## config.mk

```make
export PLATFORM = sky130hd
export DESIGN_NAME = pipe_stage_reg
export DESIGN_NICKNAME = d
export VERILOG_FILES = /design/src/rtl/pipe_pkg.sv /design/src/rtl/pipe_slot.sv /design/src/rtl/pipe_stage_reg.sv
export SDC_FILE = /design/constraint.sdc
export NUM_CORES = 1
export LEC_CHECK = 0
export BUFFER_PORTS_ARGS = -buffer_cell sky130_fd_sc_hd__buf_2
export CORE_MARGIN = 1
export CORE_UTILIZATION = 55
export DETAILED_ROUTE_END_ITERATION = 10
export PLACE_DENSITY = 0.81
export SLEW_MARGIN = 30
export SYNTH_ARGS = -nofsm -noshare
export SYNTH_HDL_FRONTEND = slang
export SYNTH_SLANG_ARGS = --single-unit
```

## constraint.sdc

```tcl
create_clock -name CLK -period 2.2 [get_ports CLK]
set_input_delay 0.22 -clock CLK [delete_from_list [all_inputs] [get_ports CLK]]
set_output_delay 0.22 -clock CLK [all_outputs]
set_load 0.03 [all_outputs]
```

## src/rtl/pipe_pkg.sv

```systemverilog
// rtl/pipe_pkg.sv - shared types and defaults for the pipeline stage register
package pipe_pkg;

   typedef enum logic [1:0] {
      EMPTY = 2'd0,
      ONE   = 2'd1,
      TWO   = 2'd2
   } pipe_status_e;

   localparam int PIPE_CNT_W_DEF = 16;

   function automatic pipe_status_e slot_status(input logic main_v, input logic skid_v);
      if (skid_v)      return TWO;
      else if (main_v) return ONE;
      else             return EMPTY;
   endfunction

endpackage

```

## src/rtl/pipe_slot.sv

```systemverilog
// rtl/pipe_slot.sv - one valid+data register; clear wins over load and leaves data untouched
module pipe_slot #(
   parameter int W = 128
) (
   input  logic         CLK,
   input  logic         nRST,
   input  logic         load,
   input  logic         clear,
   input  logic [W-1:0] d,
   output logic         v,
   output logic [W-1:0] q
);

   always_ff @(posedge CLK or negedge nRST) begin
      if (!nRST) begin
         v <= 1'b0;
         q <= '0;
      end else if (clear) begin
         v <= 1'b0;
      end else if (load) begin
         v <= 1'b1;
         q <= d;
      end
   end

endmodule

```

## src/rtl/pipe_stage_reg.sv

```systemverilog
// rtl/pipe_stage_reg.sv - elastic stage register with skid slot, flush and sticky halt
// Optional stall/bubble counters when PIPE_STAGE_PERF_EN is defined.
module pipe_stage_reg
   import pipe_pkg::*;
#(
   parameter int DATA_W   = 128,
   parameter int HALT_BIT = 0
`ifdef PIPE_STAGE_PERF_EN
   ,
   parameter int CNT_W    = PIPE_CNT_W_DEF
`endif
) (
   input  logic              CLK,
   input  logic              nRST,
   input  logic              flush,
   input  logic              in_valid,
   output logic              in_ready,
   input  logic [DATA_W-1:0] in_data,
   output logic              out_valid,
   input  logic              out_ready,
   output logic [DATA_W-1:0] out_data,
   output logic              halted
`ifdef PIPE_STAGE_PERF_EN
   ,
   output logic [CNT_W-1:0]  stall_cnt,
   output logic [CNT_W-1:0]  bubble_cnt
`endif
);

   logic              mv, sv;
   logic [DATA_W-1:0] md, sd;
   logic              main_load, main_clear, skid_load, skid_clear;
   logic [DATA_W-1:0] main_d;
   logic              acc, emit;
   pipe_status_e      status;

   assign in_ready  = !sv && !halted;
   assign out_valid = mv && !halted;
   assign out_data  = md;
   assign acc       = in_valid && in_ready;
   assign emit      = out_valid && out_ready;
   assign status    = slot_status(mv, sv);

   always_comb begin
      main_load  = 1'b0;
      main_clear = 1'b0;
      skid_load  = 1'b0;
      skid_clear = 1'b0;
      main_d     = in_data;
      if (flush) begin
         main_clear = 1'b1;
         skid_clear = 1'b1;
      end else begin
         case (status)
            EMPTY: main_load = acc;
            ONE: begin
               if (acc && emit)    main_load  = 1'b1;
               else if (acc)       skid_load  = 1'b1;
               else if (emit)      main_clear = 1'b1;
            end
            TWO: begin
               // in_ready is low here, so only a drain from skid into main can happen
               if (emit) begin
                  main_load  = 1'b1;
                  main_d     = sd;
                  skid_clear = 1'b1;
               end
            end
            default: ;
         endcase
      end
   end

   pipe_slot #(.W(DATA_W)) u_main (
      .CLK   (CLK),
      .nRST  (nRST),
      .load  (main_load),
      .clear (main_clear),
      .d     (main_d),
      .v     (mv),
      .q     (md)
   );

   pipe_slot #(.W(DATA_W)) u_skid (
      .CLK   (CLK),
      .nRST  (nRST),
      .load  (skid_load),
      .clear (skid_clear),
      .d     (in_data),
      .v     (sv),
      .q     (sd)
   );

   // An emit in a flush cycle still completed downstream, so it may still halt
   always_ff @(posedge CLK or negedge nRST) begin
      if (!nRST)                     halted <= 1'b0;
      else if (emit && md[HALT_BIT]) halted <= 1'b1;
   end

`ifdef PIPE_STAGE_PERF_EN
   always_ff @(posedge CLK or negedge nRST) begin
      if (!nRST) begin
         stall_cnt  <= '0;
         bubble_cnt <= '0;
      end else begin
         if (out_valid && !out_ready && (stall_cnt != '1))
            stall_cnt <= stall_cnt + 1'b1;
         if (!out_valid && !halted && (bubble_cnt != '1))
            bubble_cnt <= bubble_cnt + 1'b1;
      end
   end
`endif

endmodule

```

==> results of run 1 <==
[sequential cells by signal, indices dropped and copies added (netlist names)]
signal	count
u_skid.q	128
u_skid.v	1
u_main.v	1
halted	1
u_main.q	128
[critical path, stage by stage, from the launching register on]
cell	delay, ns
dfrtp_4	0.52
mux2_4	0.24
buf_12	0.47
a31oi_1	0.21
a31oi_1	0.28
[cell type report]
type	instances	share of cell area [%]
clock buffers	43	5.47
clock inverters	8	0.749
multi-input cells	657	31.2
flip-flops and latches	259	40.8
well taps	275	2.17
repair buffers	424	19.5
[metrics by stage]
step	utilization, %	cells	cell area (um2)	worst slack [ns]
global route	74.6	1666	15900	0.269
global placement	63.8	1485	13600	0.442
CTS	74.6	1666	15900	0.370
finish	74.6	1666	15900	0.309
detailed placement	63.8	1485	13600	0.388
floorplan	-	1057	12100	0.654
[cells by family after synthesis]
kind of cell,Yosys count,share of synthesized area [%]
muxes,129,12.0
DFF,259,53.6
AOI/OAI and AO/OA,388,18.8
buffers and inverters,141,5.78
and+or+nand+nor,140,9.87
[power by group]
group          internal [mW]  switching [mW]
Sequential              6.65            1.16
Clock                   3.06            1.95
Combinational           2.28            4.47
Total                   12.0            7.59
[layer usage]
layer	up-vias	routed length (um)	global-route usage (%)
met1	5504	14100	41.9
met3	128	4020	7.70
met5	-	0	0
li1	4766	-	-
met2	776	18100	53.5
met4	0	1420	12.8
[path summary, 6_finish.rpt]
check                        startpoint            to  slack, ns
setup / recovery               u_skid.v  u_main.q[47]       0.31
hold / removal                out_ready        halted       0.02
setup reg to reg               u_skid.v  u_main.q[47]       0.31
hold reg to reg            u_skid.q[54]  u_skid.q[54]       0.49
max in group asynchronous          nRST  u_skid.q[31]       1.31
min in group asynchronous          nRST  u_main.q[93]       0.21
[timing repair]
action,4_1_cts,5_1_grt
hold buffers,130,0
resized for setup,0,0
endpoints found under the hold margin,302,0
[layout by cell type, fill, tap and decap left out, types with 3 or more instances in the layout]
master	netlist	layout
o21ai_0	125	125
a31oi_1	256	256
clkbuf_1	79	5
clkbuf_16	0	29
mux2_1	128	128
buf_2	43	261
nand4b_1	128	128
dlygate4sd3_1	0	130
dfrtp_1	259	258
clkinv_2	0	4
clkbuf_8	0	9
bufinv_16	0	3
o21ai_1	3	3
buf_4	1	13
buf_12	0	19
==> summary.md, run 1 <==
| Metric | Value |
|---|---|
| Routed wire length | `37.6 mm` |
| Max Freq | `529 MHz` |
| Row count | `53` |
| Hold Path Depth | `2` |
| Top post-synthesis cells by count | `dfrtp_1 (259), a31oi_1 (256), mux2_1 (128), nand4b_1 (128), o21ai_0 (125)` |
| Max-Slew Margin vs Limit | `49.5%` |
| Latest clock arrival within the worst-skew pair | `0.54 ns` |
| # diodes | `0` |
| DR vias/cell | `6.71` |
| Setup TNS | `0 ns` |
| Skew final | `0.00980 ns` |
| Die width | `150 um` |
| Number of global-route vias before repair | `10800` |
| Clk root buf | `clkbuf_16` |
| Mapped Avg Cell Area | `11.5 um2` |
| Leak Pwr | `6.78 nW` |
| Worst hold slack | `0.0175 ns` |
| Area Overhead vs Synth | `31.2%` |
| Drt pass-1 iters | `5` |
| Max Cap Viol | `0` |
| Die Y-Extent | `150 um` |
| Storage element area | `6480 um2` |
| Synth cell types | `24` |
| Post-Synthesis Cells | `1057` |
| Largest net degree at the start of global routing | `130` |
| Gr usage total | `32.7%` |
| Mapped Area | `12100 um2` |
| Layout cells sized above 1 | `25.2%` |
| Final ANT Viol Nets | `0` |
| Area of the multi-input gates | `4960 um2` |
| DR WL/cell | `22.6 um` |
| Synth top area share | `53.6%` |
| GP Congestion | `0.777` |
| H-Tree Depth | `1` |
| Crit path time final | `1.89 ns` |
| Critical Path Start Type | `register` |
| Port-buffer cells | `263` |
| Initial antenna violation count | `0` |
| Hold Vio Cnt, Final | `0` |
| CP Class | `register to register` |
| Critical Path AT | `2.32 ns` |
| CTS Buf Count | `28` |
| Area leader, netlist | `dfrtp_1` |
| Die area | `22600 um2` |
| Top-count cell post-synth | `dfrtp_1` |
| Fin crit share | `86.0%` |
| Largest cells by area after synthesis | `dfrtp_1 (54%), a31oi_1 (13%), mux2_1 (12%)` |
| Layout net count | `1503` |
| Drt drc | `0` |
| Drt first-iter violations | `1072` |
| CP required | `2.63 ns` |
| Top FF cell, synth | `dfrtp_1` |
| Register area share after synthesis | `53.6%` |
| YS warnings | `0` |
| Post-synth EDFFs | `0` |
| Power per cell area | `1230 nW/um2` |
| Final-report setup violation count | `0` |
| CP max FO | `128` |
| IO Count | `264` |
| Unrepaired setup endpoints after global routing | `no` |
| CTS Buffer Depth | `3` |
| Fillcell total | `1394` |
| CTS tree | `done` |
| HPWL Detailed | `18.8 mm` |
| Element type at the critical path end | `register` |
| Path depth of the worst reg2reg path | `4` |
| Synthesized flop and latch total | `259` |
| Post-Syn Nets | `1190` |
| Placeable Area | `21300 um2` |
| TritonCTS Sinks | `259` |
| Initial Util | `56.9%` |
| Total grt overflow | `0` |
| Worst-Margin Slew | `0.758 ns` |
| Ys async rst share | `100%` |
| First-pass GRT wire length | `58.2 mm` |
| Slew Limit Fails | `0` |
| Worst hold path type | `input pin to register` |
| Total power | `19.6 mW` |
| Total number of vias | `11200` |
| Status | `complete, no violations` |
| Worst-path clk slew | `0.06 ns` |
| Worst VDD drop | `0.000899 V` |
| # Post-CTS Setup Buffers | `0` |
(Power assumes the default switching activity.)
==> inputs of run 2 (changes only) <==
Settings changed: CELL_PAD_IN_SITES_DETAIL_PLACEMENT set to 1, CELL_PAD_IN_SITES_GLOBAL_PLACEMENT set to 2, CORE_UTILIZATION 55 to 35, PLACE_DENSITY 0.81 to not set, PLACE_DENSITY_LB_ADDON set to 0.1.
==> summary.md, run 2 (same netlist as run 1, synthesis figures left out) <==
| Metric | Value |
|---|---|
| Worst-path clk slew | `0.06 ns` |
| DR WL/cell | `22.8 um` |
| Worst-Margin Slew | `0.887 ns` |
| Unrepaired setup endpoints after global routing | `no` |
| Final worst setup slack | `0.365 ns` |
| Die width | `188 um` |
| Drt drc | `0` |
| Drt first-iter violations | `562` |
| Max Freq | `545 MHz` |
| Die Y-Extent | `188 um` |
| IO Count | `264` |
| Layout net count | `1507` |
| HPWL Detailed | `23.0 mm` |
| Levels on crit path | `4` |
| Power per cell area | `1220 nW/um2` |
| CP required | `2.65 ns` |
| Final ANT Viol Nets | `0` |
| CP max FO | `79` |
| Latest clock arrival within the worst-skew pair | `0.54 ns` |
| Max Cap Viol | `0` |
| CTS tree | `done` |
| Clk root buf | `clkbuf_16` |
| CTS Buffer Depth | `3` |
| Critical Path AT | `2.29 ns` |
| CTS Buf Count | `31` |
| Largest net degree at the start of global routing | `94` |
| # Post-CTS Setup Buffers | `0` |
| Dpl ws | `0.376 ns` |
| CP max stage cell | `dfrtp_4` |
| Hold Vio Cnt, Final | `0` |
| Register-to-register setup slack | `0.37 ns` |
| Initial antenna violation count | `2` |
| Row count | `67` |
| GP Congestion | `0.725` |
| Port-buffer cells | `263` |
| First-pass GRT wire length | `67.0 mm` |
| Largest delay share family, worst path | `flip-flops` |
| Crit path to | `u_main.q[50]` |
| Layout cells sized above 1 | `25.4%` |
| Drt pass-1 iters | `5` |
| DR vias/cell | `5.72` |
| Reg2reg end | `u_main.q[50]` |
| Setup crit start | `u_skid.v` |
| Fin crit share | `83.4%` |
| Setup TNS | `0 ns` |
| Crit-path most repeated cell | `a31oi_1` |
| Worst hold path type | `input pin to register` |
| Leak Pwr | `6.83 nW` |
| Max-Slew Margin vs Limit | `40.9%` |
| Slowest Stage Delay on Critical Path | `0.52 ns` |
| Total grt overflow | `0` |
| Initial Util | `35.8%` |
| Critical Path Start Type | `register` |
| Number of global-route vias before repair | `11300` |
| Gr usage total | `23.8%` |
| Reg-to-Reg Start | `u_skid.v` |
| H-Tree Depth | `1` |
| Skew final | `0.00928 ns` |
| CP Buf/Inv Count | `1` |
| Routed wire length | `42.1 mm` |
| CP Class | `register to register` |
| Final-report setup violation count | `0` |
| Total number of vias | `10600` |
| Most frequent cells in the layout | `buf_2 (261), dfrtp_1 (258), a31oi_1 (256), dlygate4sd3_1 (131)` |
| Path depth of the worst reg2reg path | `4` |
| Largest registers | `u_main.q x128, u_skid.q x128` |
| Most common cell after layout, fill and taps aside | `buf_2` |
| Placeable Area | `33800 um2` |
| Fillcell total | `3668` |
| Crit path time final | `1.83 ns` |
| Die area | `35300 um2` |
| Slew Limit Fails | `0` |
| TritonCTS Sinks | `259` |
| Cells along the critical path | `mux2_4 > buf_12 > a31oi_1 > a31oi_1` |
| Status | `complete, no violations` |
| Total power | `19.8 mW` |
| Worst VDD drop | `0.000679 V` |
| Element type at the critical path end | `register` |
| Area Overhead vs Synth | `33.8%` |
-- run 2: cell types whose count changed in the layout (fill, tap and decap cells not counted), sizes merged --
cell         previous run  this run
clkbuf                 43        48
dlygate4sd3           130       131
diode                   0         1
-- run 2: repair_timing --
item / CTS / global route
gates resized for setup: 0 / 0
endpoints found under the hold margin: 313 / 0
hold buffers: 131 / 0
-- run 2: per-stage QoR --
stage,hold slack (ns),cell area (um2),instances,util [%]
after floorplan,-0.0756,12100,1057,-
final,0.159,16200,1846,47.9
after detailed placement,0.226,13800,1658,40.8
after global placement,0.230,13800,1658,40.8
after CTS,0.145,16200,1845,47.9
after global routing,0.164,16200,1846,47.9
-- run 2: layer usage --
metal / track usage (%) / up-vias / wire, um
met3: 4.19 / 49 / 1970
met5: 0 / - / 13
met1: 32.1 / 5489 / 19100
met2: 39.5 / 256 / 20200
li1: - / 4770 / -
met4: 5.85 / 2 / 881
-- run 2: worst min-delay path by stage --
stage / depth (start not counted) / end / slack, ns / startpoint
3_3_place_gp: 1 / u_main.q[87] / 0.23 / nRST
4_1_cts: 2 / u_skid.v / 0.15 / flush
6_report: 2 / u_skid.v / 0.16 / flush
3_5_place_dp: 1 / u_main.q[93] / 0.23 / nRST
5_1_grt: 2 / u_skid.v / 0.16 / flush
2_1_floorplan: 0 / halted / -0.08 / nRST
-- run 2: cell type report --
cell class                 count  area [um2]  share of cell area (%)
sequential                   259        6480                    40.1
multi-input combinational    657        4960                    30.6
timing repair buffer         425        3100                    19.1
clock buffer                  48         960                    5.93
tap                          448         561                    3.46
clock inverter                 8         121                   0.750
antenna                        1        2.50                  0.0155
-- run 2: worst register-to-register path: cells and delay by family (launching register included) --
family	cells	cell delay (ns)
DFF	1	0.52
muxes	1	0.43
buffers and inverters	1	0.38
AOI/OAI and AO/OA	2	0.42
-- run 2: power by group --
group          switching, mW  internal (mW)
sequential              1.08           6.65
combinational           4.43           2.29
clock                   2.04           3.33
total                   7.55           12.3
